===== src/rtl/pipe_stage_skid.sv =====
// Pipeline-stage register with valid/ready handshake, flush, bubble defaults,
// optional two-entry skid buffer and saturating bubble/stall counters.
module pipe_stage_skid #(
  parameter int                CTRL_W       = 16,
  parameter int                DATA_W       = 112,
  parameter logic [CTRL_W-1:0] CTRL_DEFAULT = {CTRL_W{1'b0}},
  parameter logic [DATA_W-1:0] DATA_DEFAULT = {DATA_W{1'b0}},
  parameter int                SKID         = 1,
  parameter int                CNT_W        = 16
) (
  input  logic              clk,
  input  logic              rst,
  input  logic              in_valid,
  output logic              in_ready,
  input  logic [CTRL_W-1:0] in_ctrl,
  input  logic [DATA_W-1:0] in_data,
  input  logic              flush,
  output logic              out_valid,
  input  logic              out_ready,
  output logic [CTRL_W-1:0] out_ctrl,
  output logic [DATA_W-1:0] out_data,
  input  logic              cnt_clr,
  output logic [CNT_W-1:0]  bubble_cnt,
  output logic [CNT_W-1:0]  stall_cnt
);

  localparam logic [CNT_W-1:0] CNT_MAX = {CNT_W{1'b1}};
  localparam logic [CNT_W-1:0] CNT_ONE = {{(CNT_W-1){1'b0}}, 1'b1};

  logic              r_m_valid;
  logic [CTRL_W-1:0] r_m_ctrl;
  logic [DATA_W-1:0] r_m_data;
  logic [CNT_W-1:0]  r_bubble_cnt;
  logic [CNT_W-1:0]  r_stall_cnt;
  logic              w_in_ready;
  logic              w_in_xfer;
  logic              w_out_xfer;

  assign w_out_xfer = r_m_valid & out_ready;
  assign w_in_xfer  = in_valid & w_in_ready;

  generate
    if (SKID != 0) begin : g_skid
      logic              r_s_valid;
      logic [CTRL_W-1:0] r_s_ctrl;
      logic [DATA_W-1:0] r_s_data;

      // S only fills while M is held, so a full S is the sole reason to refuse input.
      assign w_in_ready = ~r_s_valid;

      always_ff @(posedge clk or negedge rst) begin
        if (!rst) begin
          r_m_valid <= 1'b0;
          r_m_ctrl  <= CTRL_DEFAULT;
          r_m_data  <= DATA_DEFAULT;
          r_s_valid <= 1'b0;
          r_s_ctrl  <= CTRL_DEFAULT;
          r_s_data  <= DATA_DEFAULT;
        end else if (flush) begin
          r_m_valid <= 1'b0;
          r_s_valid <= 1'b0;
        end else if (!r_m_valid || w_out_xfer) begin
          if (r_s_valid) begin
            r_m_valid <= 1'b1;
            r_m_ctrl  <= r_s_ctrl;
            r_m_data  <= r_s_data;
            r_s_valid <= 1'b0;
          end else if (w_in_xfer) begin
            r_m_valid <= 1'b1;
            r_m_ctrl  <= in_ctrl;
            r_m_data  <= in_data;
          end else begin
            r_m_valid <= 1'b0;
          end
        end else if (w_in_xfer) begin
          r_s_valid <= 1'b1;
          r_s_ctrl  <= in_ctrl;
          r_s_data  <= in_data;
        end
      end
    end else begin : g_flop
      assign w_in_ready = ~r_m_valid | out_ready;

      always_ff @(posedge clk or negedge rst) begin
        if (!rst) begin
          r_m_valid <= 1'b0;
          r_m_ctrl  <= CTRL_DEFAULT;
          r_m_data  <= DATA_DEFAULT;
        end else if (flush) begin
          r_m_valid <= 1'b0;
        end else if (w_in_xfer) begin
          r_m_valid <= 1'b1;
          r_m_ctrl  <= in_ctrl;
          r_m_data  <= in_data;
        end else if (w_out_xfer) begin
          r_m_valid <= 1'b0;
        end
      end
    end
  endgenerate

  // Empty stage presents the safe defaults so no stale write enable escapes.
  assign in_ready  = w_in_ready;
  assign out_valid = r_m_valid;
  assign out_ctrl  = r_m_valid ? r_m_ctrl : CTRL_DEFAULT;
  assign out_data  = r_m_valid ? r_m_data : DATA_DEFAULT;

  always_ff @(posedge clk or negedge rst) begin
    if (!rst) begin
      r_bubble_cnt <= '0;
      r_stall_cnt  <= '0;
    end else if (cnt_clr) begin
      r_bubble_cnt <= '0;
      r_stall_cnt  <= '0;
    end else begin
      if (!r_m_valid && out_ready && (r_bubble_cnt != CNT_MAX))
        r_bubble_cnt <= r_bubble_cnt + CNT_ONE;
      if (r_m_valid && !out_ready && (r_stall_cnt != CNT_MAX))
        r_stall_cnt <= r_stall_cnt + CNT_ONE;
    end
  end

  assign bubble_cnt = r_bubble_cnt;
  assign stall_cnt  = r_stall_cnt;

endmodule


===== config.mk =====
export PLATFORM = sky130hd
export DESIGN_NAME = pipe_stage_skid
export DESIGN_NICKNAME = d
export VERILOG_FILES = /design/src/rtl/pipe_stage_skid.sv
export SDC_FILE = /design/constraint.sdc
export NUM_CORES = 1
export LEC_CHECK = 0
export ABC_AREA = 1
export CAP_MARGIN = 5
export CORE_ASPECT_RATIO = 0.75
export CORE_MARGIN = 8
export CORE_UTILIZATION = 48
export CTS_BUF_LIST = sky130_fd_sc_hd__clkbuf_8
export DETAILED_ROUTE_END_ITERATION = 12
export PLACE_DENSITY = 0.76
export RECOVER_POWER = 100
export SETUP_SLACK_MARGIN = 0.1
export SKIP_LAST_GASP = 1
export SLEW_MARGIN = 20
export SYNTH_ARGS = -nofsm -noshare
export SYNTH_HDL_FRONTEND = slang
export SYNTH_SLANG_ARGS = --single-unit

===== constraint.sdc =====
create_clock -name clk -period 1.6 [get_ports clk]
set_input_delay 0.32 -clock clk [delete_from_list [all_inputs] [get_ports clk]]
set_output_delay 0.32 -clock clk [all_outputs]
set_load 0.02 [all_outputs]

==> results.yml, run 1 <==
timing:
  hold_viol_final: 0
  postLayoutSetupSlackWorst_ns: -0.4436
  max_freq_mhz: 489.3
  finalCriticalPeriod_ns: 2.044
  setup_viol: 417
  hold_ws_ns: 0.3161
  drv_slew: 0
  finalCritPeriodShare_pct: 127.7
  relSlewSlack_pct: 55.74
  rsz0062_at_grt: "yes"
  tightest_slew_ns: 0.6639
  clock_skew_ns: 0.01285
critical_path:
  cp.arrival_ns: 1.72
  start_kind: "register"
  critPathBufInv: 5
  path_cells: "buf_12, buf_12, buf_8, nand2_4, inv_2, buf_6"
  worstPathRequired_ns: 1.28
  cp_top_family: "buffers and inverters"
  cp_common_cell: "buf_12"
  cp_slowest_cell: "dfrtp_4"
  critPathMaxFanout: 7
  endpoint_kind: "primary output"
  path_class: "register to primary output"
  worst_path_largest_cell_delay_ns: 0.50
die:
  start_util_pct: 48.21
  rows: 54
  core-area_um2: 28720
  die_x_um: 212.1
  die_h_um: 163.1
  dieArea_um2: 34590
  io_pins: 296
clock_network:
  cts_sinks: 290
  clk_pin_slew_worst_paths_ns: 0.06
  cts_buffers: 47
  clk_latency_ns: 0.57
  cts_tree: "yes"
  htree_levels: 2
  root_buffer: "clkbuf_8"
  cts.path.max_buffers: 3
power_and_ir_drop:
  p_per_area_nw_per_um2: 1036
  power_leakage_nw: 10.71
  worst_ir_drop_vdd_mv: 0.7361
place:
  place_area_um2: 17570
  dp_hpwl_um: 26760
  dp.cells: 2488
  gp_congestion: 0.8726
  port_buffers: 295
synth:
  ys_ff_latch: 290
  syn-num-nets: 1974
  synth_area_per_cell_um2: 7.532
  syn_area_um2: 13840
  syn_inst: 1838
  seq_area_frac_synth_pct: 52.42
  ys_types: 22
  yosysWarnings: 0
layout:
  drive_gt1_share_pct: 19.53
  layout_commonest_cell: "nand2_1"
  seq_area_um2: 7300
  multi_input_area_um2: 5175
  fin_nets: 2334
  design_area_um2: 18960
  fill_cells: 2447
  fin_cells: 2626
  syn2layout_area_growth_pct: 36.96
  final_cell_mix: "nand2_1, inv_1, o21ai_0"
routing:
  viasPerCell: 4.983
  via_count: 13090
  antenna_left: 0
  drc: 0
  drt-total-wl_um: 41850
  drt_pass1_iterations: 7
  first_iter_violations: 920
  avgRoutedWirePerCell_um: 15.94
global_routing:
  grt-ovfl-total: 0
  grt_max_degree: 116
  track_usage_pct: 21.85
  grt_pass1_vias: 12310
  grt_pass1_wl_um: 62410
  antenna_found_initial: 1
hold_path:
  hold_path.class: "input pin to register"
outcome:
  outcome: "finished, violations left"
  violations: "setup timing"
run:
  drv_cap: 0
==> final timing paths <==
path	from	endpoint	slack, ns	cells after the start
setup / recovery	out_valid	out_data[86]	-0.44	6
hold / removal	in_data[102]	g_skid.r_s_data[102]	0.32	3
setup reg to reg	out_valid	g_skid.r_s_data[70]	-0.34	11
hold reg to reg	g_skid.r_s_ctrl[15]	g_skid.r_s_ctrl[15]	0.48	2
max in group asynchronous	rst	r_m_data[32]	0.15	4
min in group asynchronous	rst	bubble_cnt[5]	0.34	2
==> per-stage QoR <==
step	utilization, %	total power, mW	TNS [ns]	setup slack (ns)
6_report	66.03	19.65	-110.64	-0.4436
4_1_cts	63.65	19.61	-143.87	-0.4937
2_1_floorplan	-	11.39	0	0.02240
3_3_place_gp	61.17	13.03	-94.18	-0.3381
3_5_place_dp	61.17	13.22	-104.14	-0.3898
5_1_grt	66.03	20.76	-149.36	-0.5001
==> where the power goes <==
| group | internal (mW) | total [mW] | switching, mW |
|---|---|---|---|
| registers | 8.68 | 9.45 | 0.768 |
| clock network | 3.46 | 6.42 | 2.96 |
| logic | 1.67 | 3.78 | 2.11 |
| total | 13.8 | 19.7 | 5.84 |
==> repair_timing <==
action	in CTS	in global routing
endpoints found under the hold margin	203	0
endpoints found under the setup margin	450	450
hold buffers	1	0
setup buffers	4	33
pin swaps	0	1
cloned	3	13
gates resized for setup	569	270
==> worst register-to-register path, cell delays in order, from the launching register on <==
cell and delay [ns]:
dfrtp_4 0.44, buf_12 0.16, buf_4 0.18, inv_2 0.06
nor2_4 0.12, inv_2 0.05, nor2_2 0.13, nand3_4 0.10
buf_12 0.16, buf_16 0.20, nand2_1 0.15, o21ai_1 0.06
==> synthesized netlist by cell type <==
cell type / number / area share (%)
buf_1: 2 / 0.054
clkbuf_1: 43 / 1.2
buf_2: 58 / 2.1
nor2_1: 43 / 1.2
inv_2: 2 / 0.054
o21ai_1: 123 / 4.4
nand2_1: 622 / 17
nor2_2: 2 / 0.090
xor2_1: 13 / 0.82
a21oi_1: 1 / 0.036
dfrtp_1: 290 / 52
xnor2_1: 1 / 0.063
buf_4: 1 / 0.054
inv_1: 290 / 7.9
clkinv_1: 1 / 0.027
o21ai_0: 279 / 10
nand4_1: 7 / 0.32
nand3_1: 54 / 2.0
nand3b_1: 2 / 0.11
ha_1: 2 / 0.18
o21bai_1: 1 / 0.054
nor2_4: 1 / 0.081
==> flip-flops by register name, indices dropped and copies added, names as in the netlist <==
name / flops
g_skid.r_s_valid: 1
r_m_data: 112
bubble_cnt: 16
g_skid.r_s_ctrl: 16
g_skid.r_s_data: 112
out_valid: 1
r_m_ctrl: 16
stall_cnt: 16
==> kinds of logic after synthesis <==
group,synth area share (%)
fa+ha+maj,0.1807
simple gates,20.58
flops,52.42
xor+xnor,0.8857
buf+inv,11.31
compound gates,14.62
==> final cells by class <==
type | instances | area share (%)
well taps | 392 | 2.587
multi-input cells | 1151 | 27.29
inverters | 293 | 5.932
repair inverters | 2 | 0.1056
clock inverters | 21 | 0.5015
flip-flops and latches | 290 | 38.50
diodes | 2 | 0.02639
clock buffers | 62 | 4.500
repair buffers | 413 | 20.56
==> layer usage <==
metal	share of wire (%)	track usage, %	routed length [um]
met5	0	0	0
met4	1.8	6.873	774
met3	6.0	4.295	2527
met2	49	36.18	20340
met1	44	28.75	18210
(Power assumes the default switching activity.)
==> run 2, diff against run 1 <==
CTS_BUF_LIST = sky130_fd_sc_hd__clkbuf_4   (was sky130_fd_sc_hd__clkbuf_8)
CTS_CLUSTER_SIZE = 10   (was default)
==> run 2 against run 1 <==
  * Via count rose by 3.6%
  * Critical endpoint unchanged
  * Combinational power rose by 3%
  * Routed wire length rose by 6.5%
  * Global-route usage rose by 2.6 points
  * Worst hold slack got worse by 0.13 ns
  * Register-to-register slack got worse by 0.16 ns
  * Largest power group unchanged
  * The flow still finishes with violations (setup timing)
  * Sequential cell count did not move
  * Power fell by 0.80%
  * Highest routed layer unchanged
  * Sequential power barely moved
==> results.yml, run 2 (synthesized netlist as in run 1, its figures left out) <==
routing:
  antenna_left: 0
  wl_met1_um: 18590
  met3_length_um: 2995
  drc: 0
  via_count: 13550
  wl_met2_um: 21770
  viasPerCell: 5.029
  drt-total-wl_um: 44570
  drt_pass1_iterations: 5
  first_iter_violations: 944
  routed.top_layer: "met4"
  avgRoutedWirePerCell_um: 16.54
hold_path:
  hold_path.class: "input pin to register"
timing:
  clock_skew_ns: 0.04014
  finalCriticalPeriod_ns: 2.165
  relSlewSlack_pct: 54.50
  finalCritPeriodShare_pct: 135.3
  max_freq_mhz: 461.9
  tightest_slew_ns: 0.6825
  drv_slew: 0
  setup_viol: 422
  hold_viol_final: 0
  postLayoutSetupSlackWorst_ns: -0.5651
  rsz0062_at_grt: "yes"
critical_path:
  start_kind: "register"
  worstPathRequired_ns: 1.28
  endpoint_kind: "primary output"
  path_cells: "buf_12, buf_12, buf_8, nand2_2, inv_2, buf_6"
  cp.arrival_ns: 1.85
  critPathMaxFanout: 7
  cp_slowest_cell: "dfrtp_4"
  path_class: "register to primary output"
  cp_common_cell: "buf_12"
  critPathBufInv: 5
  cp_top_family: "buffers and inverters"
  worst_path_largest_cell_delay_ns: 0.51
clock_network:
  clk_pin_slew_worst_paths_ns: 0.08
  clk_latency_ns: 0.68
  cts_sinks: 290
  root_buffer: "clkbuf_4"
  cts_buffers: 75
  htree_levels: 3
  cts_tree: "yes"
  cts.path.max_buffers: 3
layout:
  fin_nets: 2388
  syn2layout_area_growth_pct: 39.91
  reg_top3: "g_skid.r_s_data x112, r_m_data x112"
  drive_gt1_share_pct: 21.64
  layout_commonest_cell: "nand2_1"
  fin_util_pct: 67.46
  final_cell_mix: "nand2_1, o21ai_0, inv_1"
place:
  port_buffers: 295
  dp_hpwl_um: 26760
  gp_congestion: 0.8726
die:
  core-area_um2: 28720
  start_util_pct: 48.21
  die_h_um: 163.1
  rows: 54
  dieArea_um2: 34590
  io_pins: 296
  die_x_um: 212.1
power_and_ir_drop:
  worst_ir_drop_vdd_mv: 0.6153
  p_switching_mw: 6.016
  combPwrFrac_pct: 20.1
  p_total_mw: 19.50
  p_int_mw: 13.48
  power_leakage_nw: 10.96
  power_frac_seq_pct: 48.4
  swShare_pct: 30.86
  p_per_area_nw_per_um2: 1007
  pwr-share-clk_pct: 31.5
global_routing:
  grt-ovfl-total: 0
  grt_pass1_vias: 13410
  grt_max_degree: 77
  grt_pass1_wl_um: 68570
  antenna_found_initial: 2
  track_usage_pct: 24.40
run:
  drv_cap: 0
outcome:
  violations: "setup timing"
  outcome: "finished, violations left"
-- run 2: changes by cell type in the layout (fill, tap and decap cells not counted), sizes merged --
cell | before | now
buf | 262 | 288
bufbuf | 0 | 2
inv | 310 | 297
clkinv | 6 | 16
clkinvlp | 0 | 1
nand3 | 54 | 55
clkbuf | 78 | 122
clkdlybuf4s50 | 134 | 132
-- run 2: what timing repair did --
| item | 4_1_cts | 5_1_grt |
|---|---|---|
| gates cloned | 11 | 11 |
| endpoints found under the setup margin | 450 | 450 |
| hold buffers | 1 | 0 |
| hold endpoints to repair | 290 | 0 |
| buffers inserted | 48 | 9 |
| resized for setup | 826 | 68 |
-- run 2: layout make-up --
cell class | count | area [um2]
fillers | 2400 | 9345
clock buffers | 107 | 803.3
clock inverters | 19 | 77.57
repair inverters | 2 | 20.02
diodes | 2 | 5.005
well taps | 392 | 490.5
flip-flops and latches | 290 | 7284
multi-input cells | 1152 | 5176
inverters | 293 | 1129
repair buffers | 438 | 4384
-- run 2: per-layer routing --
layer | GRT usage [%] | vias to the layer above
met3 | 4.890 | 93
met5 | 0 | -
met1 | 31.12 | 6373
li1 | - | 6556
met4 | 9.332 | 0
met2 | 40.74 | 531
-- run 2: path summary, 6_finish.rpt --
path / startpoint / to / slack [ns] / depth (start not counted)
worst max-delay path: out_valid / out_data[86] / -0.57 / 6
worst min-delay path: in_data[102] / g_skid.r_s_data[102] / 0.18 / 3
worst max register to register: out_valid / g_skid.r_s_data[52] / -0.50 / 11
worst min register to register: g_skid.r_s_ctrl[15] / g_skid.r_s_ctrl[15] / 0.48 / 2
max in group asynchronous: rst / g_skid.r_s_data[41] / 0.08 / 4
min in group asynchronous: rst / g_skid.r_s_data[6] / 0.22 / 2
-- run 2: worst min-delay path, delay by kind of cell --
kind	cells	cell delay, ns
AO/OA/AOI/OAI	1	0.06
buffers and inverters	2	0.45
-- run 2: stage by stage --
step                      cell area, um2  hold slack [ns]  setup slack, ns  setup TNS [ns]  instances
final                              19370           0.1846          -0.5651         -148.14       2695
after global routing               19370           0.1401          -0.6555         -189.39       2695
after detailed placement           17570           0.1904          -0.3898         -104.14       2488
after CTS                          18910          0.02938          -0.6291         -152.11       2674
after global placement             17570           0.1879          -0.3381          -94.18       2488
after floorplan                    13860          0.02441          0.02240               0       1838
-- run 2: power by group through the flow --
stage | clock network [mW] | registers [mW] | logic (mW)
6_report | 6.15 | 9.44 | 3.91
4_1_cts | 6.25 | 9.40 | 3.76
2_1_floorplan | 0 | 9.30 | 2.09
3_3_place_gp | 0 | 9.44 | 3.59
5_1_grt | 6.68 | 9.58 | 4.39
3_5_place_dp | 0 | 9.49 | 3.73
==> run 3, diff against run 2 <==
ABC_AREA = 0   (was 1)
CORE_UTILIZATION = 47   (was 48)
PLACE_DENSITY = 0.75   (was 0.76)
==> run 3 against run 2 <==
  * The run still ends with setup timing left
  * Clock skew decreased by 0.0050 ns
  * First-iteration DRC count decreased by 51%
  * Via count decreased by 23%
  * Worst setup slack got worse by 0.046 ns
  * Synthesized cell count decreased by 36%
  * Cell count decreased by 26%
  * Final area decreased by 3.7%
  * Combinational power decreased by 3%
  * Power increased by 0.35%
  * Register-to-register slack improved by 0.04 ns
==> results.yml, run 3 <==
outcome:
  outcome: "finished, violations left"
  violations: "setup timing"
clock_network:
  cts_sinks: 290
  cts_buffers: 75
  clk_pin_slew_worst_paths_ns: 0.07
  htree_levels: 3
  cts_tree: "yes"
  clk_latency_ns: 0.68
  root_buffer: "clkbuf_4"
  cts.path.max_buffers: 3
synth:
  synthTopCellsByCount: "dfrtp_1, a21oi_1, nor2_1"
  synth_area_per_cell_um2: 11.39
  ys_types: 46
  syn-num-nets: 1305
  synth_edf_count: 0
  syn_area_um2: 13310
  ys_top_cells_by_area: "dfrtp_1, mux2_2, mux2i_1, and2_1, a21oi_1"
  yosysTopAreaCellShare_pct: 54.52
  postSynth.asyncResetShare_pct: 100.0
  seq_area_frac_synth_pct: 54.52
  ys_ff_latch: 290
  netlist.top_cell.by_area: "dfrtp_1"
  yosysMostFrequentCell: "dfrtp_1"
  syn_inst: 1169
  ys.flop_type: "dfrtp_1"
  yosysWarnings: 0
critical_path:
  start_kind: "register"
  critPathMaxFanout: 43
  path_class: "register to primary output"
  cp_top_family: "flip-flops"
  path_cells: "buf_12, and2_1, dlygate4sd2_1"
  worst_path_largest_cell_delay_ns: 0.55
  endpoint_kind: "primary output"
  cp.arrival_ns: 1.89
  critPathBufInv: 2
  cp_slowest_cell: "dfrtp_4"
  worstPathRequired_ns: 1.28
timing:
  tns_ns: -149.38
  setup_viol: 447
  drv_slew: 0
  max_freq_mhz: 452.3
  rsz0062_at_grt: "yes"
  clock_skew_ns: 0.03509
  finalCriticalPeriod_ns: 2.211
  relSlewSlack_pct: 13.50
  finalCritPeriodShare_pct: 138.2
  postLayoutSetupSlackWorst_ns: -0.6111
  tightest_slew_ns: 1.297
  hold_viol_final: 0
routing:
  first_iter_violations: 464
  routed.top_layer: "met5"
  wl_met1_um: 16340
  drc: 0
  wl_met2_um: 16910
  antenna_left: 0
  via_count: 10440
  drt_pass1_iterations: 5
  viasPerCell: 5.212
  avgRoutedWirePerCell_um: 18.32
  met3_length_um: 2675
  drt-total-wl_um: 36690
global_routing:
  grt-ovfl-total: 0
  track_usage_pct: 21.16
  grt_pass1_wl_um: 58380
  grt_pass1_vias: 10890
  grt_max_degree: 91
  antenna_found_initial: 1
place:
  port_buffers: 295
  gp_congestion: 0.8083
  dp_hpwl_um: 24350
hold_path:
  hold_path.class: "input pin to register"
die:
  start_util_pct: 47.68
  die_x_um: 210.3
  die_h_um: 161.7
  io_pins: 296
  dieArea_um2: 34020
  rows: 53
  core-area_um2: 27920
run:
  drv_cap: 0
layout:
  final_cell_mix: "dfrtp_1, a21oi_1, nor2_1"
  reg_top3: "g_skid.r_s_data x112, r_m_data x112"
  drive_gt1_share_pct: 35.33
  fin_nets: 1709
  fill_cells: 2164
  syn2layout_area_growth_pct: 40.11
  layout_commonest_cell: "dfrtp_1"
power_and_ir_drop:
  p_total_mw: 19.56
  pwr-share-clk_pct: 32.7
  worst_ir_drop_vdd_mv: 0.5972
  p_per_area_nw_per_um2: 1049
  p_switching_mw: 5.383
  combPwrFrac_pct: 19.3
  swShare_pct: 27.51
  power_frac_seq_pct: 48.0
  p_int_mw: 14.18
  power_leakage_nw: 7.869
-- run 3: cell types whose count changed after synthesis, sizes merged, moves of 44 or more --
cell / change
a21oi: +147
and2: +130
inv: -289
mux2: +135
mux2i: +130
nand2: -613
nand3: -44
nor2: +98
o21ai: -398
-- run 3: cells by family (layout without fill, tap and decap cells) --
logic type | count (synthesis) | count (layout) | synth area share [%]
AOI/OAI and AO/OA | 171 | 171 | 6.918
xor gates and xnor gates | 1 | 1 | 0.06581
adders and majority gates | 2 | 2 | 0.1880
buffers and inverters | 81 | 528 | 2.613
DFF | 290 | 290 | 54.52
muxes | 265 | 265 | 21.20
other | 0 | 2 | 0
and+or+nand+nor | 359 | 359 | 14.50
-- run 3: path summary, 6_finish.rpt --
path / endpoint / depth (start not counted) / startpoint / slack [ns]
worst max-delay path: out_data[63] / 3 / out_valid / -0.61
worst min-delay path: g_skid.r_s_ctrl[2] / 2 / in_ctrl[2] / 0.28
worst max register to register: bubble_cnt[9] / 5 / out_valid / -0.46
worst min register to register: g_skid.r_s_data[8] / 1 / g_skid.r_s_data[8] / 0.50
max in group asynchronous: g_skid.r_s_data[83] / 3 / rst / 0.10
min in group asynchronous: r_m_data[66] / 2 / rst / 0.45
-- run 3: what timing repair did --
item,CTS,global route
cloned,4,0
buffers inserted,2,23
pin swaps,0,0
hold endpoints to repair,290,0
resized for setup,385,215
hold buffers,1,0
setup endpoints to repair,447,450
-- run 3: stage by stage --
| step | setup slack (ns) | area [um2] | instances | utilization (%) | hold WS (ns) |
|---|---|---|---|---|---|
| floorplan | -0.1319 | 13500 | 1169 | - | 0.02441 |
| global placement | -0.5807 | 17380 | 1851 | 62.24 | 0.2591 |
| detailed placement | -0.6388 | 17380 | 1851 | 62.24 | 0.2547 |
| CTS | -0.7103 | 18510 | 1978 | 66.32 | 0.07117 |
| global route | -0.7246 | 18650 | 2001 | 66.79 | 0.2112 |
| finish | -0.6111 | 18650 | 2003 | 66.80 | 0.2754 |
-- run 3: worst register-to-register path, stage by stage (launching register included) --
cell and delay, ns:
dfrtp_4 0.55, buf_4 0.18, nand4b_1 0.21, or2_0 0.38, or4_1 0.53, a21oi_1 0.13
-- run 3: per-layer routing --
layer	vias to the layer above	global-route usage (%)
li1	4923	-
met1	5133	28.12
met2	323	32.36
met3	58	6.875
met4	2	7.129
met5	-	0
-- run 3: area by class of cell --
cell class | instances | area (um2) | area share (%)
clock inverters | 16 | 138.9 | 0.7447
inverters | 3 | 11.26 | 0.06038
flip-flops and latches | 290 | 7297 | 39.13
clock buffers | 104 | 780.7 | 4.186
well taps | 385 | 481.7 | 2.583
diodes | 2 | 5.005 | 0.02683
multi-input cells | 798 | 5853 | 31.38
repair buffers | 405 | 4083 | 21.89
-- run 3: power by group through the flow --
stage | clock network [mW] | registers (mW) | logic, mW
2_1_floorplan | 0 | 9.30 | 2.20
3_3_place_gp | 0 | 9.41 | 3.69
3_5_place_dp | 0 | 9.51 | 3.82
4_1_cts | 6.61 | 9.39 | 3.83
5_1_grt | 7.02 | 9.56 | 4.13
6_report | 6.39 | 9.40 | 3.78
